===== src/rtl/fsm_fir.sv =====
// Control sequencer for a sample-by-sample FIR MAC datapath; Moore outputs decoded from the state register.
// START->MAC_LOOP in 3 edges; no backpressure, Petla_full/Licznik_full only steer the loop.
module fsm_fir (
   input  logic       clk,
   input  logic       rst_n,
   input  logic       START,
   input  logic       Petla_full,
   input  logic       Licznik_full,
   output logic       pracuje,
   output logic       DONE,
   output logic [2:0] dbg_state,
   output logic       FSM_MUX_wyj,
   output logic       FSM_MUX_wej,
   output logic       FSM_MUX_CDC,
   output logic       FSM_zapisz_wsp,
   output logic       FSM_petla_en,
   output logic       FSM_reset_petla,
   output logic       FSM_zapisz_probki,
   output logic       FSM_reset_licznik,
   output logic       FSM_nowa_probka,
   output logic       FSM_nowa_shift,
   output logic       FSM_reset_shift,
   output logic       FSM_Acc_en,
   output logic       FSM_Acc_zapisz,
   output logic       FSM_reset_Acc
);

   typedef enum logic [2:0] {
      IDLE        = 3'd0,
      INIT        = 3'd1,
      FETCH       = 3'd2,
      MAC_LOOP    = 3'd3,
      NEXT_SAMPLE = 3'd4,
      DONE_STATE  = 3'd5
   } state_t;

   state_t state_q, state_d;

   always_comb begin
      state_d = IDLE;
      case (state_q)
         IDLE:        state_d = START ? INIT : IDLE;
         INIT:        state_d = FETCH;
         FETCH:       state_d = MAC_LOOP;
         MAC_LOOP:    state_d = Petla_full ? NEXT_SAMPLE : MAC_LOOP;
         NEXT_SAMPLE: state_d = Licznik_full ? DONE_STATE : MAC_LOOP;
         DONE_STATE:  state_d = START ? DONE_STATE : IDLE;
         default:     state_d = IDLE; // codes 6/7 recover to IDLE
      endcase
   end

   always_ff @(posedge clk or negedge rst_n) begin
      if (!rst_n) state_q <= IDLE;
      else        state_q <= state_d;
   end

   assign dbg_state = state_q;

   always_comb begin
      pracuje           = 1'b0;
      DONE              = 1'b0;
      FSM_MUX_wyj       = 1'b0;
      FSM_MUX_wej       = 1'b0;
      FSM_MUX_CDC       = 1'b0;
      FSM_zapisz_wsp    = 1'b0;
      FSM_petla_en      = 1'b0;
      FSM_reset_petla   = 1'b0;
      FSM_zapisz_probki = 1'b0;
      FSM_reset_licznik = 1'b0;
      FSM_nowa_probka   = 1'b0;
      FSM_nowa_shift    = 1'b0;
      FSM_reset_shift   = 1'b0;
      FSM_Acc_en        = 1'b0;
      FSM_Acc_zapisz    = 1'b0;
      FSM_reset_Acc     = 1'b0;
      // Every active-run state owns all three memory ports.
      if (state_q inside {INIT, FETCH, MAC_LOOP, NEXT_SAMPLE}) begin
         pracuje     = 1'b1;
         FSM_MUX_wyj = 1'b1;
         FSM_MUX_wej = 1'b1;
         FSM_MUX_CDC = 1'b1;
      end
      case (state_q)
         INIT: begin
            FSM_reset_petla   = 1'b1;
            FSM_reset_licznik = 1'b1;
            FSM_reset_shift   = 1'b1;
            FSM_reset_Acc     = 1'b1;
         end
         FETCH: begin
            FSM_nowa_probka = 1'b1;
            FSM_nowa_shift  = 1'b1;
         end
         MAC_LOOP: begin
            FSM_petla_en = 1'b1;
            FSM_Acc_en   = 1'b1;
         end
         NEXT_SAMPLE: begin
            FSM_Acc_zapisz    = 1'b1;
            FSM_zapisz_probki = 1'b1;
            FSM_reset_Acc     = 1'b1;
            FSM_reset_petla   = 1'b1;
            FSM_nowa_probka   = 1'b1;
            FSM_nowa_shift    = 1'b1;
         end
         DONE_STATE: DONE = 1'b1;
         default:    FSM_zapisz_wsp = 1'b1;
      endcase
   end

endmodule


===== config.mk =====
export PLATFORM = sky130hd
export DESIGN_NAME = fsm_fir
export DESIGN_NICKNAME = d
export VERILOG_FILES = /design/src/rtl/fsm_fir.sv
export SDC_FILE = /design/constraint.sdc
export NUM_CORES = 1
export LEC_CHECK = 0
export CAP_MARGIN = 20
export CORE_AREA = 2 2 39 41
export CTS_CLUSTER_SIZE = 12
export DETAILED_ROUTE_END_ITERATION = 16
export DIE_AREA = 0 0 41 43
export PLACE_DENSITY = 0.61
export SLEW_MARGIN = 20
export SYNTH_ARGS = -nofsm -noshare
export SYNTH_HDL_FRONTEND = slang
export SYNTH_SLANG_ARGS = --single-unit

===== constraint.sdc =====
create_clock -name clk -period 1.4 [get_ports clk]
set_input_delay 0.42 -clock clk [delete_from_list [all_inputs] [get_ports clk]]
set_output_delay 0.42 -clock clk [all_outputs]
set_load 0.03 [all_outputs]

==> metrics.md <==
| Metric | Value |
|---|---|
| Status | finished, violations left |
| Failing checks | setup timing |
| Gate Count Post-Synth | 37 |
| Yosys top cell area share | 22.6% |
| Final Hold Violating Endpoints | 0 |
| Chip Width | 41 um |
| Clk_lat worst skew | around 0.23 ns |
| Worst Tran Pin Value | 0.260 ns |
| Fillers | 134 |
| Max reg flops | 3 |
| DRT Pass-1 Iters | 2 |
| Setup violators final | 17 |
| Slew Limit Headroom | 82.5% |
| CP endpoint kind | output pin |
| DR vias/cell | 4.22 |
| CTS tree | built |
| Fraction of layout cells with a size suffix above 1 | approximately 77% |
| Port bufs | 23 |
| Core ar. | around 1400 sq um |
| RSZ-0062 raised after global routing | true |
| Die Y-Extent | ~43 um |
| Initial DRC count | 5 |
| Clock Pin Slew Worst Setup and Hold Paths | 0.04 ns |
| Mean post-synth cell area | 9.00 sq um |
| Slew Viols, Final | 0 |
| First-pass GRT wire length | between 1 and 1.5 mm |
| Final WL | 849 um |
| Inserted Diodes | 0 |
| CTS Buffer Depth | 2 |
| Critical path class | reg -> out |
| CP Launch Type | flop |
| Num CTS Buffers | 3 |
| GP Congestion | 0.724 |
| Initial core utilization | 24.1% |
| Seq/Total Area, Yosys | 22.6% |
| Netlist Area Pre-Place | 333 sq um |
| Row Count | 14 |
| Setup WS post-layout | -0.247 ns |
| Final cell count without fillers | 85 |
| Fmax | 607 MHz |
| Overflow after GRT | 0 |
| Area growth from synthesis to layout | 129% |
| Top post-synthesis cells by area | dfrtp_1 23%, buf_4 18%, buf_6 6.8% |
| Largest net degree at the start of global routing | 9 |
| Reg2Reg Depth | 5 |
| Post-DP HPWL | 648 um |
| Drt drc | 0 |
| Area occupied by multi-input gates | 236 sq um |
| Critical Path AT | 1.23 ns |
| Fin crit period | 1.65 ns |
| Max FO, Critical Path | 8 |
| GRT Overall Usage | 12.0% |
| Final net count | 75 |
| Period Utilization, post-route | 118% |
| Max-cap violations | 0 |
| Cell taking the most area after synthesis | dfrtp_1 |
| Worst hold-check path type | in -> async |
| Number of global-route vias before repair | approximately 320 |
| Main synth FF type | dfrtp_1 |
| DP Area | about 630 sq um |
| Clk root buf | clkbuf_4 |
| CTS H-tree lvls | 1 |
| Initial antenna violation count | 0 |
| Post-route design area | 761 sq um |
| Vias | 359 |
| Required time worst endpoint | 0.98 ns |
| Syn nets | 42 |
| Num ports | 24 |
| Die area | ~1800 sq um |
| Synth warnings | 0 |
| Worst Skew | 0.000348 ns |
| Final ANT Viol Nets | 0 |
| Asr flop ratio synth | 100% |
| Drt wl/cell | 9.99 um |
| Post-Place Cells | 75 |
| Sink Count | 3 |
| Register bit total from synthesis | 3 |
| FF/Latch Area | 78.8 sq um |
| Unique masters post-synth | 21 |
| Post-synth EDFFs | 0 |
| Sum Neg Setup Slack | -3.63 ns |
[final cells by class]
type                    instances  area share (%)
well taps                      16            2.63
clock buffers                   4            3.45
inverters                       1            1.48
repair buffers                 39            51.0
flip-flops and latches          3            10.4
multi-input cells              22            31.1
[synthesized netlist by cell type (2+ instances only)]
cell type and number:
buf_4 8, nor2_1 4, dfrtp_1 3, buf_6 2, o21ai_0 2, o22ai_1 2
xnor2_1 2
[through the flow]
stage | setup slack, ns | util (%) | hold WS, ns
6_report | -0.247 | 55.0 | 0.367
5_1_grt | -0.325 | 55.0 | 0.358
4_1_cts | -0.246 | 52.3 | 0.364
3_5_place_dp | -0.0217 | 45.2 | 0.612
3_3_place_gp | -0.00671 | 45.2 | 0.613
2_1_floorplan | -0.297 | - | 0.124
[path summary, 6_finish.rpt]
check	from	endpoint	slack, ns
setup / recovery	dbg_state[1]	FSM_MUX_wej	-0.25
hold reg to reg	dbg_state[2]	dbg_state[2]	0.75
hold / removal	rst_n	dbg_state[0]	0.37
setup reg to reg	dbg_state[1]	dbg_state[1]	0.09
max in group asynchronous	rst_n	dbg_state[2]	0.88
min in group clk	dbg_state[2]	dbg_state[2]	0.75
[per-layer routing]
layer | GRT usage, % | share of wire, %
met3 | 3.14 | 6.0
met2 | 18.4 | 57
met5 | 0 | 0
met1 | 12.7 | 37
met4 | 10.0 | 0
[logic make-up after synthesis]
| group | synth area share, % |
|---|---|
| compound gates | 13.2 |
| xor+xnor | 5.26 |
| buf+inv | 30.1 |
| flops | 22.6 |
| mux | 6.39 |
| simple gates | 22.6 |
[timing repair]
action | CTS | global route
setup endpoints to repair | 16 | 18
resized for setup | 9 | 8
hold buffers | 0 | 0
pin swaps | 3 | 2
buffers inserted | 5 | 1
[critical path, stage by stage (launching register included)]
cell	delay [ns]
dfrtp_2	0.47
nor2_4	0.19
xnor2_4	0.17
buf_6	0.17
[placed cells by master, fill, tap and decap left out, types with 2 or more instances in the layout]
master           netlist  routed
buf_4                  8      17
buf_6                  2      16
clkdlybuf4s50_1        0       4
nor2_4                 1       3
clkbuf_4               0       3
dfrtp_2                0       3
nand2b_4               1       2
nor2_1                 4       2
o21ai_0                2       2
o22ai_1                2       2
buf_12                 0       2
Power is not shown: default switching activity piles up to over one toggle a cycle in this logic, so the estimate is an artifact.
